<file path="src/rtl/led_pkg.sv">
// Shared types and constants for the LED sequencer: control states, stepping modes,
// rate divider table and button assignments.
package led_pkg;

    typedef enum logic [1:0] {
        RUN   = 2'd0,
        PAUSE = 2'd1,
        BLANK = 2'd2
    } ctrl_state_t;

    typedef enum logic {
        MODE_ROTATE = 1'b0,
        MODE_BOUNCE = 1'b1
    } mode_t;

    typedef enum logic {
        DIR_LEFT  = 1'b0,
        DIR_RIGHT = 1'b1
    } dir_t;

    localparam int unsigned NUM_RATES = 6;
    localparam int unsigned RATE_DIV [NUM_RATES] = '{1, 2, 4, 8, 16, 32};
    localparam logic [2:0]  RATE_MAX = 3'd5;

    localparam int unsigned BTN_RUN   = 0;
    localparam int unsigned BTN_SLOW  = 1;
    localparam int unsigned BTN_FAST  = 2;
    localparam int unsigned BTN_DIR   = 3;
    localparam int unsigned BTN_MODE  = 4;
    localparam int unsigned BTN_BLANK = 5;

    // Terminal step-counter value for a rate index; out-of-range indices map to the slowest rate.
    function automatic logic [4:0] step_last(input logic [2:0] r);
        logic [4:0] v;
        v = 5'd31;
        for (int unsigned i = 0; i < NUM_RATES; i++) begin
            if (r == 3'(i)) v = 5'(RATE_DIV[i] - 1);
        end
        return v;
    endfunction

endpackage

</file>
<file path="src/rtl/led_seq_ctrl_if.sv">
// Board-side bundle for the LED sequencer: raw active-low buttons in, pattern and status out.
interface led_seq_ctrl_if #(parameter int unsigned WIDTH = 4);
    logic [7:0]       buttons;
    logic [WIDTH-1:0] leds;
    logic [2:0]       rate;
    logic [1:0]       state;

    modport master (output buttons, input leds, rate, state);
    modport slave  (input buttons, output leds, rate, state);
endinterface

</file>
<file path="src/rtl/led_deb.sv">
// Single-bit debouncer: level follows the raw input after DEB_CYCLES consecutive differing
// clocks; press pulses for one cycle as the level becomes pressed.
module led_deb #(
    parameter int unsigned DEB_CYCLES = 20000
) (
    input  logic clk,
    input  logic reset,
    input  logic raw,
    output logic level,
    output logic press
);
    localparam int unsigned   CW   = $clog2(DEB_CYCLES + 1);
    localparam logic [CW-1:0] LAST = CW'(DEB_CYCLES - 1);

    logic [CW-1:0] cnt;

    always_ff @(posedge clk or negedge reset) begin
        if (!reset) begin
            cnt   <= '0;
            level <= 1'b0;
            press <= 1'b0;
        end else begin
            press <= 1'b0;
            if (raw == level) begin
                cnt <= '0;
            end else if (cnt == LAST) begin
                cnt   <= '0;
                level <= raw;
                press <= raw;
            end else begin
                cnt <= cnt + 1'b1;
            end
        end
    end
endmodule

</file>
<file path="src/rtl/led_seq_ctrl.sv">
// One-hot LED pattern sequencer driven by debounced buttons; all stepping is done with
// clock enables derived from a free-running base-tick prescaler.
module led_seq_ctrl
    import led_pkg::*;
#(
    parameter int unsigned WIDTH      = 4,
    parameter int unsigned PRESCALE   = 50000,
    parameter int unsigned DEB_CYCLES = 20000
) (
    input  logic           clk,
    input  logic           reset,
    led_seq_ctrl_if.slave  io
);
    localparam int unsigned   PW       = $clog2(PRESCALE + 1);
    localparam logic [PW-1:0] PRE_LAST = PW'(PRESCALE - 1);

    logic [7:0] deb_level;
    logic [7:0] deb_press;
    logic       unused_btn;

    for (genvar g = 0; g < 8; g++) begin : g_deb
        led_deb #(.DEB_CYCLES(DEB_CYCLES)) u_deb (
            .clk   (clk),
            .reset (reset),
            .raw   (~io.buttons[g]),
            .level (deb_level[g]),
            .press (deb_press[g])
        );
    end

    assign unused_btn = ^{deb_level[7:6], deb_level[4:0], deb_press[7:5]};

    logic [PW-1:0]    pre_cnt;
    logic             tick;
    logic [4:0]       step_cnt;
    logic [2:0]       rate_q;
    logic             rate_chg;
    logic             step_en;
    logic [WIDTH-1:0] pattern_q, pattern_d, rot_l, rot_r, leds_q, leds_d;
    dir_t             dir_q, dir_d;
    mode_t            mode_q;
    ctrl_state_t      state_q, state_d, saved_q, saved_d;
    logic             blank_lvl;
    logic             act_run, act_slow, act_fast, act_dir, act_mode;

    assign tick      = (pre_cnt == PRE_LAST);
    assign blank_lvl = deb_level[BTN_BLANK];

    // Simultaneous events: only the lowest-indexed button is acted on.
    always_comb begin
        act_run  = 1'b0;
        act_slow = 1'b0;
        act_fast = 1'b0;
        act_dir  = 1'b0;
        act_mode = 1'b0;
        if (deb_press[BTN_RUN])       act_run  = 1'b1;
        else if (deb_press[BTN_SLOW]) act_slow = 1'b1;
        else if (deb_press[BTN_FAST]) act_fast = 1'b1;
        else if (deb_press[BTN_DIR])  act_dir  = 1'b1;
        else if (deb_press[BTN_MODE]) act_mode = 1'b1;
    end

    assign rate_chg = (act_slow && rate_q != RATE_MAX) || (act_fast && rate_q != 3'd0);
    assign step_en  = (state_q == RUN) && tick && (step_cnt == step_last(rate_q)) && !rate_chg;

    always_ff @(posedge clk or negedge reset) begin
        if (!reset) begin
            pre_cnt  <= '0;
            step_cnt <= '0;
            rate_q   <= '0;
        end else begin
            pre_cnt <= tick ? '0 : pre_cnt + 1'b1;
            if (act_slow && rate_q != RATE_MAX)  rate_q <= rate_q + 3'd1;
            else if (act_fast && rate_q != 3'd0) rate_q <= rate_q - 3'd1;
            if (rate_chg)
                step_cnt <= '0;
            else if (state_q == RUN && tick)
                step_cnt <= (step_cnt == step_last(rate_q)) ? 5'd0 : step_cnt + 5'd1;
        end
    end

    assign rot_l = {pattern_q[WIDTH-2:0], pattern_q[WIDTH-1]};
    assign rot_r = {pattern_q[0], pattern_q[WIDTH-1:1]};

    // A bounce at the end flips direction and moves the opposite way in the same step;
    // a button toggle is applied on top so it governs the following step.
    always_comb begin
        pattern_d = pattern_q;
        dir_d     = dir_q;
        if (step_en) begin
            if (mode_q == MODE_BOUNCE && dir_q == DIR_LEFT && pattern_q[WIDTH-1]) begin
                dir_d     = DIR_RIGHT;
                pattern_d = rot_r;
            end else if (mode_q == MODE_BOUNCE && dir_q == DIR_RIGHT && pattern_q[0]) begin
                dir_d     = DIR_LEFT;
                pattern_d = rot_l;
            end else begin
                pattern_d = (dir_q == DIR_LEFT) ? rot_l : rot_r;
            end
        end
        if (act_dir) dir_d = (dir_d == DIR_LEFT) ? DIR_RIGHT : DIR_LEFT;
    end

    always_ff @(posedge clk or negedge reset) begin
        if (!reset) begin
            pattern_q <= WIDTH'(1);
            dir_q     <= DIR_LEFT;
            mode_q    <= MODE_ROTATE;
        end else begin
            pattern_q <= pattern_d;
            dir_q     <= dir_d;
            if (act_mode) mode_q <= (mode_q == MODE_ROTATE) ? MODE_BOUNCE : MODE_ROTATE;
        end
    end

    always_ff @(posedge clk or negedge reset) begin
        if (!reset) begin
            state_q <= RUN;
            saved_q <= RUN;
        end else begin
            state_q <= state_d;
            saved_q <= saved_d;
        end
    end

    always_comb begin
        state_d = state_q;
        saved_d = saved_q;
        case (state_q)
            RUN: begin
                if (blank_lvl) begin
                    state_d = BLANK;
                    saved_d = RUN;
                end else if (act_run) begin
                    state_d = PAUSE;
                end
            end
            PAUSE: begin
                if (blank_lvl) begin
                    state_d = BLANK;
                    saved_d = PAUSE;
                end else if (act_run) begin
                    state_d = RUN;
                end
            end
            BLANK: begin
                if (!blank_lvl) state_d = saved_q;
            end
            default: state_d = RUN;
        endcase
    end

    always_comb begin
        leds_d = (state_q == BLANK) ? '0 : pattern_q;
    end

    always_ff @(posedge clk or negedge reset) begin
        if (!reset) leds_q <= WIDTH'(1);
        else        leds_q <= leds_d;
    end

    assign io.leds  = leds_q;
    assign io.rate  = rate_q;
    assign io.state = state_q;
endmodule

</file>
<file path="src/flat_wrapper.sv">
// flat-port wrapper written by rule: the top's interface ports become plain ports
module led_seq_ctrl_flat import led_pkg::*;
#(
    parameter int unsigned WIDTH      = 4,
    parameter int unsigned PRESCALE   = 50000,
    parameter int unsigned DEB_CYCLES = 20000
)
  (clk, reset, io_buttons, io_leds, io_rate, io_state);
  led_seq_ctrl_if #(.WIDTH(WIDTH)) io_i ();
  input  logic clk;
  input  logic reset;
  input wire logic [$bits(io_i.buttons)-1:0] io_buttons;
  output wire logic [$bits(io_i.leds)-1:0] io_leds;
  output wire logic [$bits(io_i.rate)-1:0] io_rate;
  output wire logic [$bits(io_i.state)-1:0] io_state;
  assign io_i.buttons = io_buttons;
  assign io_leds = io_i.leds;
  assign io_rate = io_i.rate;
  assign io_state = io_i.state;
  led_seq_ctrl #(.WIDTH(WIDTH), .PRESCALE(PRESCALE), .DEB_CYCLES(DEB_CYCLES)) u_core (.clk(clk), .reset(reset), .io(io_i));
endmodule
</file>
<file path="config.mk">
export PLATFORM = sky130hd
export DESIGN_NAME = led_seq_ctrl_flat
export DESIGN_NICKNAME = d
export VERILOG_FILES = /design/src/rtl/led_pkg.sv /design/src/rtl/led_seq_ctrl_if.sv /design/src/rtl/led_deb.sv /design/src/rtl/led_seq_ctrl.sv /design/src/flat_wrapper.sv
export SDC_FILE = /design/constraint.sdc
export NUM_CORES = 1
export LEC_CHECK = 0
export CAP_MARGIN = 20
export CORE_MARGIN = 3
export CORE_UTILIZATION = 51
export DETAILED_ROUTE_END_ITERATION = 8
export PLACE_DENSITY = 0.7
export SYNTH_ARGS = -nofsm -noshare
export SYNTH_HDL_FRONTEND = slang
export SYNTH_SLANG_ARGS = --single-unit
</file>
<file path="constraint.sdc">
create_clock -name clk -period 6.6 [get_ports clk]
set_input_delay 1.32 -clock clk [delete_from_list [all_inputs] [get_ports clk]]
set_output_delay 1.32 -clock clk [all_outputs]
set_load 0.02 [all_outputs]
</file>
# Yosys cells after proc, flatten, opt, wreduce, memory -nomap -nowiden
# Index checks and enable logic that the tools add are counted.
[totals] reg_bits=139 ram_bits=0 mem_count=0 elab_cells=172 latch_bits=0 rom_bits=0 inputBits=10
[classes] eq_ne=28 bitwise_logic=13 div=0 multipliers=0 n_lt_le_gt_ge=0 n_reduce_logical=25 shifts=0 n_addsub=10 n_mux=70
[op_table] cell="$mux W15" count=12
[op_table] cell="$add A15 B1 Y15 const B" count=6
[op_table] cell="$eq A15 B15 Y1 const B" count=6
[op_table] cell="$mux W5" count=11
[op_table] cell="$mux W1" count=31
[op_table] cell="$add A16 B1 Y16 const B" count=1
[op_table] cell="$eq A16 B16 Y1 const B" count=1
[op_table] cell="$mux W16" count=1
[op_table] cell="$mux W4" count=4
[op_table] cell="$mux W2" count=7
[op_table] cell="$not A1 Y1" count=13
[op_table] cell="$reduce_and A2 Y1" count=6
[op_table] cell="$eq A5 B5 Y1" count=2
[op_table] cell="$logic_and A1 B1 Y1" count=9
[op_table] cell="$eq A1 B1 Y1" count=6
[op_table] cell="$eq A3 B2 Y1 const B" count=2
[op_table] cell="$eq A3 B3 Y1 const B" count=2
[op_table] cell="$mux W3" count=2
[op_table] cell="$ne A2 B2 Y1 const B" count=3
[op_table] cell="$ne A3 B2 Y1 const B" count=2
[op_table] cell="$pmux W2 S3" count=1
[op_table] cell="$reduce_and A3 Y1" count=2
[op_table] cell="$reduce_bool A2 Y1" count=3
[op_table] cell="$add A5 B1 Y5 const B" count=1
[op_table] cell="other kinds (12)" count=12

# Logic depth before layout (Yosys ltp)
# Gate-level depths: netlist of run 1.
[logic_depth] ltp_word=13 depth_mapped=10 ltp_nobuf=8

# Cells and area by module
# A second synthesis of run 1 with hierarchy kept.
[hier_totals] cells_unflattened=677 hier_area_um2=7218.2
[modules_own_cells] mod="led_deb" seq_area_each_um2=425.4 instances=6 cells_each=77 area_per_inst_um2=855.8
[modules_own_cells] mod="led_seq_ctrl" seq_area_each_um2=928.4 instances=1 cells_each=215 area_per_inst_um2=2083.2

# Least setup slack after synthesis of run 1
# No wires, ideal clock.
[synth_timing] path_type="register to register" start="register u_core.rate_q[0], in the netlist u_core.io.rate[0]" end="register u_core.pattern_q[1]" setup_slack_ns=3.878 setup_time_ns=0.127 arrival_ns=2.595 synth_period_minus_slack_ns=2.722 stages_incl_launch_ff=9 n_path_buf=1 cell_sequence="dfrtp_1 inv_1 ha_1 clkbuf_1 o311a_1 a311o_1 nor4b_1 and2_2 mux2_1"
[synth_between] elab_chain_cells=10 word_cells_on_any_way=21 cone_classes="eq/ne: 7; mux: 6; reduce/logical: 8"
[synth_rtl] item="start, declared" line="led_seq_ctrl.sv:36" source="logic [2:0] rate_q;"
[synth_rtl] item="start signal, assigned" line="led_seq_ctrl.sv:73" source="if (act_slow && rate_q != RATE_MAX) rate_q <= rate_q + 3'd1;"
[synth_rtl] item="start signal, assigned" line="led_seq_ctrl.sv:74" source="else if (act_fast && rate_q != 3'd0) rate_q <= rate_q - 3'd1;"
[synth_rtl] item="$logic_not A3 Y1" line="led_pkg.sv:37" source="if (r == 3'(i)) v = 5'(RATE_DIV[i] - 1);"
[synth_rtl] item="$mux W5 (6 in series)" line="led_pkg.sv:37"
[synth_rtl] item="$eq A5 B5 Y1" line="led_seq_ctrl.sv:64" source="assign step_en = (state_q == RUN) && tick && (step_cnt == step_last(rate_q)) && !rate_chg;"
[synth_rtl] item="$logic_and A1 B1 Y1" line="led_seq_ctrl.sv:64"
[synth_rtl] item="$logic_and A1 B1 Y1 *" line="led_seq_ctrl.sv:64"
[synth_rtl] item="end signal, assigned" line="led_seq_ctrl.sv:110" source="pattern_q <= pattern_d;"
[synth_rtl] item="end, declared" line="led_seq_ctrl.sv:39" source="logic [WIDTH-1:0] pattern_q, pattern_d, rot_l, rot_r, leds_q, leds_d;"
# Mark *: on every way between the ends. The rest lies on a longest branch, timed or not.
# A chain may end at the register's enable or synchronous reset.

# Worst setup path after layout of run 1
[layout_timing] start="register u_core.rate_q[1], in the netlist u_core.io.rate[1]" end="register u_core.pattern_q[1]"
# Same word-level chain as after synthesis.

==> impl_metrics.prom, run 1 <==
# TYPE chip_impl_metric gauge
chip_impl_metric{name="initial_core_util",unit=""} 0.526
chip_impl_metric{name="ir_drop",unit="mV"} 0.159
chip_impl_metric{name="count_of_input_and_output_buffers",unit=""} 16
chip_impl_metric{name="final_core_utilization",unit=""} 0.595
chip_impl_metric{name="post_cts_buffers",unit=""} 0
chip_impl_metric{name="diodes",unit=""} 0
chip_impl_metric{name="postRouteAntennaNets",unit=""} 0
chip_impl_info{name="outcome",value="finished, final reports clean"} 1
chip_impl_info{name="dominantRegCellSynth",value="sky130_fd_sc_hd__dfrtp_1"} 1
chip_impl_metric{name="max_clock_freq",unit="MHz"} 330
chip_impl_metric{name="fin_crit",unit="ns"} 3.03
chip_impl_metric{name="ioPinCount",unit=""} 19
chip_impl_metric{name="fin_area",unit="um^2"} 7570
chip_impl_metric{name="max-slew-margin-rel",unit=""} 0.505
chip_impl_metric{name="globalRoute.totalOverflow",unit=""} 0
chip_impl_metric{name="synth.lib_cells_used.distinct",unit=""} 53
chip_impl_info{name="timing.setup.critical_path_class",value="register to register"} 1
chip_impl_metric{name="floorplan.die.height",unit="um"} 121
chip_impl_metric{name="ys_ff_latch",unit=""} 138
chip_impl_metric{name="p_int",unit="mW"} 1.43
chip_impl_metric{name="globalplace.congestion",unit=""} 0.798
chip_impl_info{name="global_route.peak_usage_layer",value="met2"} 1
chip_impl_metric{name="proportion_of_layout_cells_with_a_drive_suffix_above_1",unit=""} 0.0529
chip_impl_metric{name="grt_antenna_before_repair",unit=""} 0
chip_impl_metric{name="ys_async_sr_fraction",unit=""} 1.00
chip_impl_metric{name="clockPowerShare",unit=""} 0.485
chip_impl_metric{name="fin_tns_setup",unit="ns"} 0
chip_impl_metric{name="cts_htree_levels",unit=""} 4
chip_impl_metric{name="combinationalPowerShare",unit=""} 0.041
chip_impl_metric{name="clk-insertion-delay-late",unit="ns"} 0.41
chip_impl_metric{name="met2_usage",unit=""} 0.311
chip_impl_metric{name="total_number_of_nets_in_the_final_design",unit=""} 730
chip_impl_info{name="critPathLaunchType",value="register"} 1
chip_impl_metric{name="setup_violations",unit=""} 0
chip_impl_metric{name="routed_wire_length_per_instance",unit="um"} 13.5
chip_impl_metric{name="dpl_cell_area",unit="um^2"} 7000
chip_impl_metric{name="dr.first_iter.drc_count",unit=""} 309
chip_impl_metric{name="routed-via-count",unit=""} 4769
chip_impl_metric{name="timing.final.hold_violations",unit=""} 0
chip_impl_metric{name="synth.cell_area",unit="um^2"} 6700
chip_impl_metric{name="detailedRoute.firstPassIterationCount",unit=""} 4
chip_impl_metric{name="grt_util_met3",unit=""} 0.0468
chip_impl_metric{name="synth_cells",unit=""} 687
chip_impl_metric{name="worst_pin_slew",unit="ns"} 0.742
chip_impl_metric{name="first_global_vias",unit=""} 4777
chip_impl_metric{name="placed_cells",unit=""} 859
chip_impl_metric{name="clock_sink_count",unit=""} 138
chip_impl_metric{name="maxCapViolations",unit=""} 0
chip_impl_info{name="cts-root-buf",value="sky130_fd_sc_hd__clkbuf_16"} 1
chip_impl_metric{name="cts.reportedPaths.clkPinSlew",unit="ns"} 0.06
chip_impl_metric{name="clock_tree.buffer_depth",unit=""} 2
chip_impl_metric{name="wl",unit="mm"} 12.0
chip_impl_info{name="critical_path.endpoint_type",value="register"} 1
chip_impl_metric{name="synth_warnings",unit=""} 0
chip_impl_metric{name="drc",unit=""} 0
chip_impl_metric{name="post_synth.cell_area_avg",unit="um^2"} 9.75
chip_impl_metric{name="grtUsageMet1",unit=""} 0.223
chip_impl_metric{name="leakage",unit="nW"} 3.28
chip_impl_metric{name="skew",unit="ns"} 0.00718
chip_impl_metric{name="tritoncts.num_buffers",unit=""} 17
chip_impl_info{name="layout.cells.most_common",value="sky130_fd_sc_hd__dfrtp_1"} 1
chip_impl_metric{name="critical_path.max_fanout",unit=""} 11
chip_impl_info{name="clock_tree_from_tritoncts",value="done"} 1
chip_impl_info{name="cpMaxStageDelayCell",value="sky130_fd_sc_hd__nor4b_1"} 1
chip_impl_info{name="final_cell_mix",value="sky130_fd_sc_hd__dfrtp_1 (136), sky130_fd_sc_hd__nor2_1 (128), sky130_fd_sc_hd__xor2_1 (67)"} 1
chip_impl_metric{name="power_switching",unit="mW"} 0.409
chip_impl_metric{name="placementRows",unit=""} 41
chip_impl_metric{name="die_width",unit="um"} 121
chip_impl_metric{name="required",unit="ns"} 6.90
chip_impl_metric{name="final_max_slew_viol_count",unit=""} 0
chip_impl_metric{name="final_hold_slack",unit="ns"} 0.480
chip_impl_metric{name="syn_nets",unit=""} 711
chip_impl_metric{name="synth-edff-count",unit=""} 0
chip_impl_metric{name="power_density_normalized_to_cell_area",unit="nW/um^2"} 243
chip_impl_metric{name="post-dp-hpwl",unit="mm"} 8.30
chip_impl_metric{name="timing.critical_path.arrival",unit="ns"} 3.32
chip_impl_metric{name="final_cell_count_no_fill",unit=""} 891
chip_impl_metric{name="area_growth_syn_to_layout",unit="%"} 13.1
chip_impl_metric{name="pre_cts_setup_slack",unit="ns"} 3.56
chip_impl_metric{name="power",unit="mW"} 1.84
chip_impl_metric{name="seq_area_frac_synth",unit=""} 0.516
chip_impl_metric{name="cp_peak_stage_delay",unit="ns"} 0.49
chip_impl_metric{name="p_sw_frac",unit=""} 0.222
chip_impl_info{name="worstPathCellList",value="inv_1 -> ha_1 -> nand2b_1 -> a221o_1 -> a311o_1 -> nor4b_1 -> and2_2 -> mux2_1"} 1
chip_impl_metric{name="grt_start_max_net_pins",unit=""} 80
chip_impl_metric{name="die_area",unit="um^2"} 14500
chip_impl_info{name="min-delay-path-class",value="register to register"} 1
chip_impl_metric{name="cts_hold_buf",unit=""} 0
chip_impl_metric{name="sequentialPowerShare",unit=""} 0.474
chip_impl_metric{name="vias_per_cell",unit=""} 5.35
chip_impl_metric{name="design.core.area",unit="um^2"} 12700
chip_impl_metric{name="gr-usage-all-layers",unit=""} 0.181
chip_impl_metric{name="post_cts_resized",unit=""} 0
chip_impl_metric{name="grt_pass1_wl",unit="mm"} 21.3
chip_impl_info{name="grt_setup_unrepaired",value="false"} 1
chip_impl_metric{name="period_share",unit=""} 0.459
chip_impl_metric{name="timing.final.ws_setup",unit="ns"} 3.57
[layout make-up]
class,instances,area (um^2)
fillers,1122,5150
flip-flops and latches,138,3460
multi-input cells,506,3070
clock buffers,22,474
well taps,172,215
repair buffers,17,169
inverters,26,97.6
clock inverters,10,95.1
[routing by layer]
layer / routed length, um / share of wire
met5: 0 / 0
met4: 108 / 0.0090
met3: 291 / 0.024
met2: 6040 / 0.50
met1: 5600 / 0.47
[worst paths after layout]
check	start	to	slack, ns	cells past startpoint
worst min-delay path	u_core.g_deb[0].u_deb.level	u_core.g_deb[0].u_deb.press	0.48	1
max in group asynchronous	reset	u_core.g_deb[2].u_deb.cnt[8]	4.48	2
worst max-delay path	u_core.io.rate[1]	u_core.pattern_q[1]	3.57	8
min in group asynchronous	reset	u_core.g_deb[5].u_deb.cnt[6]	0.91	1
worst min register to register	u_core.g_deb[0].u_deb.level	u_core.g_deb[0].u_deb.press	0.48	1
worst max register to register	u_core.io.rate[1]	u_core.pattern_q[1]	3.57	8
[sequential cells by signal, summed over array words and instances, names as in the netlist]
register and count:
u_core.g_deb.u_deb.press 5, u_core.dir_q 1, u_core.pattern_q 4, u_core.g_deb.u_deb.level 6, u_core.saved_q 1, u_core.step_cnt 5
u_core.io.rate 3, u_core.mode_q 1, u_core.io.leds 4, u_core.g_deb.u_deb.cnt 90, u_core.io.state 2, u_core.pre_cnt 16
[critical path, delay by kind of cell (launching register included)]
kind	cells	cell delay, ns
mux	1	0.33
compound gates	2	0.69
flops	1	0.46
buf+inv	1	0.12
fa+ha+maj	1	0.32
simple gates	3	0.99
[power by group through the flow]
stage,Clock [mW],Combinational [mW],Sequential (mW)
final,0.894,0.0755,0.872
after global routing,0.960,0.0882,0.873
after CTS,0.916,0.0779,0.872
after detailed placement,0,0.0772,0.887
after global placement,0,0.0746,0.886
after floorplan,0,0.0448,0.884
[synthesized netlist by cell type (2+ instances only)]
master,n,area [um^2]
sky130_fd_sc_hd__nor4b_1,8,70.1
sky130_fd_sc_hd__a41oi_1,2,17.5
sky130_fd_sc_hd__inv_1,26,97.6
sky130_fd_sc_hd__and2_1,3,18.8
sky130_fd_sc_hd__nor2b_1,2,12.5
sky130_fd_sc_hd__or3_1,2,12.5
sky130_fd_sc_hd__nor3_1,23,115
sky130_fd_sc_hd__o311a_1,2,20.0
sky130_fd_sc_hd__and3_1,17,106
sky130_fd_sc_hd__a32o_1,2,20.0
sky130_fd_sc_hd__nor4bb_1,2,20.0
sky130_fd_sc_hd__and4_1,2,17.5
sky130_fd_sc_hd__o41ai_1,2,17.5
sky130_fd_sc_hd__nor2_1,128,480
sky130_fd_sc_hd__nand2_1,50,188
sky130_fd_sc_hd__o22a_1,2,17.5
sky130_fd_sc_hd__or4b_1,2,20.0
sky130_fd_sc_hd__a22oi_1,2,15.0
sky130_fd_sc_hd__dfstp_2,2,52.6
sky130_fd_sc_hd__a21boi_0,2,15.0
sky130_fd_sc_hd__o31ai_1,2,15.0
sky130_fd_sc_hd__xnor2_1,34,298
sky130_fd_sc_hd__nand2b_1,8,50.1
sky130_fd_sc_hd__xor2_1,67,587
sky130_fd_sc_hd__nand3_1,47,235
sky130_fd_sc_hd__dfrtp_1,136,3400
sky130_fd_sc_hd__mux2i_1,3,30.0
sky130_fd_sc_hd__o22ai_1,2,12.5
sky130_fd_sc_hd__o21ai_0,17,85.1
sky130_fd_sc_hd__a21oi_1,13,65.1
sky130_fd_sc_hd__ha_1,14,175
sky130_fd_sc_hd__nand4_1,28,175
sky130_fd_sc_hd__clkbuf_1,14,52.6
sky130_fd_sc_hd__a31oi_1,2,12.5
[kinds of logic after synthesis]
group,share of synthesized area
AO/OA/AOI/OAI,0.0605
XOR/XNOR,0.132
adder cells (fa/ha/maj),0.0262
buffers and inverters,0.0260
flip-flops,0.516
multiplexers,0.00785
AND/OR/NAND/NOR,0.231
No activity file was read; power rests on OpenSTA's default activity.
==> inputs of run 2 (changes only) <==
Settings changed: PLACE_DENSITY 0.7 to 0.73.
Clock period 6.6 ns to 2.64 ns, I/O delays scaled along.
==> run 2 against run 1 <==
  * Sequential cell count is the same
  * First-iteration DRC count shrank 7.1%
  * Largest cell class unchanged
  * Sequential power grew to 2.5 times the previous value
  * Setup slack lost 3.5 ns
  * Clock skew shrank 0.0017 ns
  * Hold slack lost 0.41 ns
  * Wire length grew 1.9%
  * Via count grew 1.7%
  * Sequential share of layout area shrank 0.80 points
  * Clock-buffer cell count shrank 2
  * Maximum frequency grew 19%
==> impl_metrics.prom, run 2 (synthesis gave the netlist of run 1 again) <==
# TYPE chip_impl_metric gauge
chip_impl_info{name="outcome",value="finished, final reports clean"} 1
chip_impl_metric{name="critical_path.max_fanout",unit=""} 5
chip_impl_metric{name="wl",unit="mm"} 12.3
chip_impl_metric{name="leakage",unit="nW"} 3.36
chip_impl_info{name="min-delay-path-class",value="input pin to asynchronous set/reset pin"} 1
chip_impl_metric{name="tritoncts.num_buffers",unit=""} 17
chip_impl_metric{name="area_growth_syn_to_layout",unit="%"} 15.2
chip_impl_metric{name="skew",unit="ns"} 0.00551
chip_impl_metric{name="gr-usage-all-layers",unit=""} 0.187
chip_impl_metric{name="multi_input_comb_area",unit="um^2"} 3080
chip_impl_metric{name="cts.reportedPaths.clkPinSlew",unit="ns"} 0.06
chip_impl_metric{name="die_width",unit="um"} 121
chip_impl_metric{name="total_number_of_nets_in_the_final_design",unit=""} 740
chip_impl_metric{name="first_global_vias",unit=""} 4881
chip_impl_metric{name="grt_start_max_net_pins",unit=""} 58
chip_impl_metric{name="fin_tns_setup",unit="ns"} 0
chip_impl_metric{name="pre_cts_setup_slack",unit="ns"} -0.0353
chip_impl_metric{name="worst_pin_slew",unit="ns"} 0.524
chip_impl_metric{name="ir_drop",unit="mV"} 0.418
chip_impl_metric{name="routed-via-count",unit=""} 4848
chip_impl_metric{name="power_density_normalized_to_cell_area",unit="nW/um^2"} 622
chip_impl_metric{name="routed_wire_length_per_instance",unit="um"} 13.6
chip_impl_info{name="final_cell_mix",value="sky130_fd_sc_hd__dfrtp_1 (134), sky130_fd_sc_hd__nor2_1 (128), sky130_fd_sc_hd__xor2_1 (67)"} 1
chip_impl_metric{name="max_clock_freq",unit="MHz"} 394
chip_impl_metric{name="setup_violations",unit=""} 0
chip_impl_info{name="clock_tree_from_tritoncts",value="done"} 1
chip_impl_metric{name="cts_htree_levels",unit=""} 4
chip_impl_metric{name="design.core.area",unit="um^2"} 12700
chip_impl_metric{name="post-dp-hpwl",unit="mm"} 8.41
chip_impl_metric{name="postRouteAntennaNets",unit=""} 0
chip_impl_metric{name="initial_core_util",unit=""} 0.526
chip_impl_metric{name="placementRows",unit=""} 41
chip_impl_info{name="r2r_start",value="u_core.io.rate[0]"} 1
chip_impl_metric{name="fin_crit",unit="ns"} 2.54
chip_impl_metric{name="floorplan.die.height",unit="um"} 121
chip_impl_metric{name="period_share",unit=""} 0.961
chip_impl_metric{name="timing.final.hold_violations",unit=""} 0
chip_impl_metric{name="placed_cells",unit=""} 869
chip_impl_metric{name="number_of_fillers_in_the_final_layout",unit=""} 1084
chip_impl_metric{name="maxCapViolations",unit=""} 0
chip_impl_metric{name="clock_tree.buffer_depth",unit=""} 2
chip_impl_metric{name="final_cell_count_no_fill",unit=""} 901
chip_impl_metric{name="ioPinCount",unit=""} 19
chip_impl_metric{name="clk-insertion-delay-late",unit="ns"} 0.42
chip_impl_metric{name="dr.first_iter.drc_count",unit=""} 287
chip_impl_metric{name="power",unit="mW"} 4.80
chip_impl_info{name="registers.top_by_ff_count",value="u_core.g_deb.u_deb.cnt"} 1
chip_impl_info{name="r2r_end",value="u_core.pattern_q[1]"} 1
chip_impl_info{name="layout.cells.most_common",value="sky130_fd_sc_hd__dfrtp_1"} 1
chip_impl_info{name="critPathLaunchType",value="register"} 1
chip_impl_info{name="critical_path.endpoint_type",value="register"} 1
chip_impl_metric{name="diodes",unit=""} 0
chip_impl_metric{name="timing.critical_path.arrival",unit="ns"} 2.84
chip_impl_metric{name="required",unit="ns"} 2.94
chip_impl_metric{name="grt_antenna_before_repair",unit=""} 0
chip_impl_metric{name="clock_sink_count",unit=""} 138
chip_impl_metric{name="max_ffs_per_register",unit=""} 90
chip_impl_metric{name="final_max_slew_viol_count",unit=""} 0
chip_impl_metric{name="final_hold_slack",unit="ns"} 0.0709
chip_impl_metric{name="globalRoute.totalOverflow",unit=""} 0
chip_impl_metric{name="globalplace.congestion",unit=""} 0.887
chip_impl_metric{name="seq_area",unit="um^2"} 3460
chip_impl_metric{name="proportion_of_layout_cells_with_a_drive_suffix_above_1",unit=""} 0.0741
chip_impl_metric{name="timing.final.ws_setup",unit="ns"} 0.102
chip_impl_metric{name="die_area",unit="um^2"} 14500
chip_impl_info{name="timing.setup.critical_path_class",value="register to register"} 1
chip_impl_metric{name="regToRegSetupSlack",unit="ns"} 0.10
chip_impl_metric{name="count_of_input_and_output_buffers",unit=""} 16
chip_impl_metric{name="vias_per_cell",unit=""} 5.38
chip_impl_metric{name="detailedRoute.firstPassIterationCount",unit=""} 5
chip_impl_info{name="cts-root-buf",value="sky130_fd_sc_hd__clkbuf_16"} 1
chip_impl_metric{name="grt_pass1_wl",unit="mm"} 22.1
chip_impl_metric{name="worst_r2r_path_depth",unit=""} 7
chip_impl_info{name="grt_setup_unrepaired",value="false"} 1
chip_impl_metric{name="max-slew-margin-rel",unit=""} 0.648
chip_impl_info{name="largest_registers",value="u_core.g_deb.u_deb.cnt (90), u_core.pre_cnt (16), u_core.g_deb.u_deb.level (6)"} 1
chip_impl_metric{name="drc",unit=""} 0
[run 2: cell types whose count changed in the layout (fill, tap and decap cells not counted), sizes merged]
cell / change
buf: +10
clkinv: +1
bufinv: +2
clkbuf: -2
clkinvlp: -1
[run 2: where the power goes]
group | switching (mW) | internal [mW]
clock | 0.883 | 1.53
combinational | 0.131 | 0.0759
sequential | 0.0326 | 2.15
total | 1.05 | 3.75
[run 2: worst max-delay path by stage]
stage	start	end	cells past startpoint
global placement	u_core.io.rate[0]	u_core.step_cnt[2]	7
global route	u_core.io.rate[0]	u_core.dir_q	7
floorplan	u_core.io.rate[0]	u_core.step_cnt[1]	7
finish	u_core.io.rate[0]	u_core.pattern_q[1]	7
detailed placement	u_core.io.rate[0]	u_core.step_cnt[2]	7
CTS	u_core.io.rate[0]	u_core.step_cnt[2]	7
[run 2: timing repair]
| action | CTS | global route |
|---|---|---|
| cloned | 0 | 0 |
| hold buffers | 0 | 0 |
| pin swaps | 0 | 3 |
| endpoints found under the setup margin | 2 | 2 |
| resized for setup | 1 | 2 |
| setup buffers | 0 | 0 |
[run 2: layout make-up]
class                   count  share of cell area
multi-input cells         506               0.399
inverters                  26              0.0127
clock inverters            12              0.0193
repair buffers             27              0.0333
flip-flops and latches    138               0.448
clock buffers              20              0.0592
well taps                 172              0.0279
[run 2: layer usage]
| metal | track usage | part of all wire | wire length (um) |
|---|---|---|---|
| met3 | 0.0468 | 0.039 | 483 |
| met5 | 0 | 0 | 0 |
| met1 | 0.248 | 0.47 | 5730 |
| met4 | 0.0715 | 0.016 | 192 |
| met2 | 0.299 | 0.48 | 5860 |
[run 2: stage by stage]
step	cell area, um^2	utilization
2_1_floorplan	6710	-
3_3_place_gp	7100	0.558
3_5_place_dp	7100	0.558
4_1_cts	7710	0.606
5_1_grt	7710	0.606
6_report	7710	0.606
[run 2: critical path, stage by stage (launching register included)]
cell	delay [ns]
sky130_fd_sc_hd__dfrtp_2	0.43
sky130_fd_sc_hd__ha_1	0.22
sky130_fd_sc_hd__ha_1	0.21
sky130_fd_sc_hd__o311a_1	0.35
sky130_fd_sc_hd__a311o_1	0.37
sky130_fd_sc_hd__nor4b_2	0.30
sky130_fd_sc_hd__and2_4	0.23
sky130_fd_sc_hd__mux2_1	0.31
==> inputs of run 3 (changes only) <==
Settings changed: CORE_MARGIN 3 to not set.
==> run 3 against run 2 <==
  * Wire length rose by 7.4%
  * Clock-buffer cell count up 2
  * First-iteration DRC count rose by 15%
  * Combinational power is 6% higher
  * Sequential cell count unchanged
  * Clock power shrank 3%
==> impl_metrics.prom, run 3 (synthesis gave the netlist of run 1 again) <==
# TYPE chip_impl_metric gauge
chip_impl_info{name="outcome",value="finished, final reports clean"} 1
chip_impl_info{name="cts-root-buf",value="sky130_fd_sc_hd__clkbuf_16"} 1
chip_impl_metric{name="clk-insertion-delay-late",unit="ns"} 0.42
chip_impl_metric{name="tritoncts.num_buffers",unit=""} 17
chip_impl_metric{name="floorplan.die.height",unit="um"} 117
chip_impl_metric{name="vias_per_cell",unit=""} 5.49
chip_impl_metric{name="initial_core_util",unit=""} 0.526
chip_impl_metric{name="diodes",unit=""} 0
chip_impl_info{name="grt_setup_unrepaired",value="true"} 1
chip_impl_metric{name="clock_tree.buffer_depth",unit=""} 2
chip_impl_info{name="min-delay-path-class",value="input pin to asynchronous set/reset pin"} 1
chip_impl_metric{name="design.core.area",unit="um^2"} 12700
chip_impl_metric{name="power_density_normalized_to_cell_area",unit="nW/um^2"} 612
chip_impl_metric{name="max-slew-margin-rel",unit=""} 0.596
chip_impl_metric{name="proportion_of_layout_cells_with_a_drive_suffix_above_1",unit=""} 0.0795
chip_impl_info{name="timing.setup.critical_path_class",value="register to register"} 1
chip_impl_metric{name="timing.critical_path.arrival",unit="ns"} 2.85
chip_impl_metric{name="skew",unit="ns"} 0.00630
chip_impl_metric{name="met2_usage",unit=""} 0.348
chip_impl_metric{name="routed-via-count",unit=""} 4953
chip_impl_metric{name="leakage",unit="nW"} 3.36
chip_impl_info{name="largest_registers",value="u_core.g_deb.u_deb.cnt (90), u_core.pre_cnt (16), u_core.g_deb.u_deb.level (6)"} 1
chip_impl_metric{name="ioPinCount",unit=""} 19
chip_impl_metric{name="critical_path.max_fanout",unit=""} 8
chip_impl_metric{name="count_of_input_and_output_buffers",unit=""} 16
chip_impl_metric{name="total_number_of_nets_in_the_final_design",unit=""} 741
chip_impl_metric{name="post-dp-hpwl",unit="mm"} 8.74
chip_impl_metric{name="grt_antenna_before_repair",unit=""} 0
chip_impl_metric{name="routed_wire_length_per_instance",unit="um"} 14.6
chip_impl_metric{name="period_share",unit=""} 0.970
chip_impl_metric{name="area_growth_syn_to_layout",unit="%"} 15.6
chip_impl_metric{name="cts.reportedPaths.clkPinSlew",unit="ns"} 0.06
chip_impl_metric{name="grt_util_met3",unit=""} 0.0592
chip_impl_metric{name="worst_r2r_path_depth",unit=""} 7
chip_impl_metric{name="max_clock_freq",unit="MHz"} 390
chip_impl_metric{name="dr.first_iter.drc_count",unit=""} 331
chip_impl_metric{name="clock_sink_count",unit=""} 138
chip_impl_metric{name="ir_drop",unit="mV"} 0.425
chip_impl_metric{name="fin_crit",unit="ns"} 2.56
chip_impl_metric{name="setup_violations",unit=""} 0
chip_impl_metric{name="max_ffs_per_register",unit=""} 90
chip_impl_info{name="r2r_start",value="u_core.io.rate[0]"} 1
chip_impl_metric{name="timing.final.hold_violations",unit=""} 0
chip_impl_metric{name="regToRegSetupSlack",unit="ns"} 0.08
chip_impl_metric{name="die_width",unit="um"} 117
chip_impl_info{name="registers.top_by_ff_count",value="u_core.g_deb.u_deb.cnt"} 1
chip_impl_metric{name="drc",unit=""} 0
chip_impl_metric{name="globalRoute.totalOverflow",unit=""} 0
chip_impl_metric{name="gr-usage-all-layers",unit=""} 0.214
chip_impl_metric{name="cts_hold_buf",unit=""} 0
chip_impl_metric{name="maxCapViolations",unit=""} 0
chip_impl_info{name="global_route.peak_usage_layer",value="met2"} 1
chip_impl_info{name="layout.cells.most_common",value="sky130_fd_sc_hd__dfrtp_1"} 1
chip_impl_metric{name="worst_pin_slew",unit="ns"} 0.602
chip_impl_metric{name="detailedRoute.firstPassIterationCount",unit=""} 5
chip_impl_metric{name="placed_cells",unit=""} 870
chip_impl_info{name="r2r_end",value="u_core.step_cnt[2]"} 1
chip_impl_info{name="critPathLaunchType",value="register"} 1
chip_impl_info{name="critical_path.endpoint_type",value="register"} 1
chip_impl_metric{name="die_area",unit="um^2"} 13600
chip_impl_metric{name="placementRows",unit=""} 41
chip_impl_metric{name="wl",unit="mm"} 13.2
chip_impl_metric{name="power",unit="mW"} 4.73
chip_impl_metric{name="final_cell_count_no_fill",unit=""} 902
chip_impl_metric{name="final_max_slew_viol_count",unit=""} 0
chip_impl_metric{name="number_of_fillers_in_the_final_layout",unit=""} 1069
chip_impl_metric{name="grtUsageMet1",unit=""} 0.275
chip_impl_metric{name="globalplace.congestion",unit=""} 0.835
chip_impl_info{name="final_cell_mix",value="sky130_fd_sc_hd__dfrtp_1 (134), sky130_fd_sc_hd__nor2_1 (128), sky130_fd_sc_hd__xor2_1 (67)"} 1
chip_impl_metric{name="cts_htree_levels",unit=""} 4
chip_impl_metric{name="grt_start_max_net_pins",unit=""} 63
chip_impl_metric{name="final_hold_slack",unit="ns"} 0.0759
chip_impl_metric{name="postRouteAntennaNets",unit=""} 0
chip_impl_metric{name="grt_pass1_wl",unit="mm"} 22.5
chip_impl_info{name="clock_tree_from_tritoncts",value="done"} 1
chip_impl_metric{name="first_global_vias",unit=""} 4901
chip_impl_metric{name="required",unit="ns"} 2.93
-- run 3: area by class of cell --
| cell class | instances | area, um^2 | share of cell area |
|---|---|---|---|
| well taps | 172 | 215 | 0.0278 |
| inverters | 26 | 97.6 | 0.0126 |
| clock buffers | 22 | 464 | 0.0600 |
| clock inverters | 10 | 118 | 0.0152 |
| repair buffers | 28 | 264 | 0.0341 |
| flip-flops and latches | 138 | 3460 | 0.447 |
| multi-input cells | 506 | 3130 | 0.404 |
-- run 3: power breakdown --
group | total (mW) | internal [mW] | switching (mW)
Combinational | 0.219 | 0.0793 | 0.139
Sequential | 2.18 | 2.15 | 0.0325
Clock | 2.34 | 1.44 | 0.897
-- run 3: worst max-delay path by stage --
| stage | startpoint | end | slack [ns] |
|---|---|---|---|
| 6_report | u_core.io.rate[0] | u_core.step_cnt[2] | 0.08 |
| 5_1_grt | u_core.io.rate[0] | u_core.pattern_q[1] | -0.01 |
| 4_1_cts | u_core.io.rate[0] | u_core.pattern_q[1] | 0.02 |
| 3_5_place_dp | u_core.io.rate[0] | u_core.step_cnt[2] | -0.1 |
| 3_3_place_gp | u_core.io.rate[0] | u_core.step_cnt[2] | -0.02 |
| 2_1_floorplan | u_core.io.rate[0] | u_core.step_cnt[1] | 0.03 |
-- run 3: stage by stage --
step	setup TNS, ns	area [um^2]	utilization	setup slack [ns]
finish	0	7740	0.609	0.0790
global route	-0.0148	7740	0.609	-0.0148
CTS	0	7690	0.605	0.0168
detailed placement	-0.199	7110	0.559	-0.0983
global placement	-0.0327	7110	0.559	-0.0190
floorplan	0	6710	-	0.0284
-- run 3: what timing repair did --
action / CTS / global route
buffers inserted: 0 / 0
endpoints found under the setup margin: 6 / 3
gates resized for setup: 2 / 7
pin swaps: 0 / 2
-- run 3: worst max-delay path, stage by stage, from the launching register on --
cell,delay [ns]
sky130_fd_sc_hd__dfrtp_2,0.43
sky130_fd_sc_hd__ha_1,0.21
sky130_fd_sc_hd__ha_1,0.22
sky130_fd_sc_hd__or3_1,0.37
sky130_fd_sc_hd__a32o_2,0.31
sky130_fd_sc_hd__or4b_4,0.63
sky130_fd_sc_hd__a31oi_4,0.18
sky130_fd_sc_hd__mux2i_1,0.09
-- run 3: routing by layer --
metal | share of wire | up-vias
li1 | - | 2401
met1 | 0.46 | 2451
met2 | 0.49 | 86
met3 | 0.038 | 15
met4 | 0.015 | 0
met5 | 0 | -
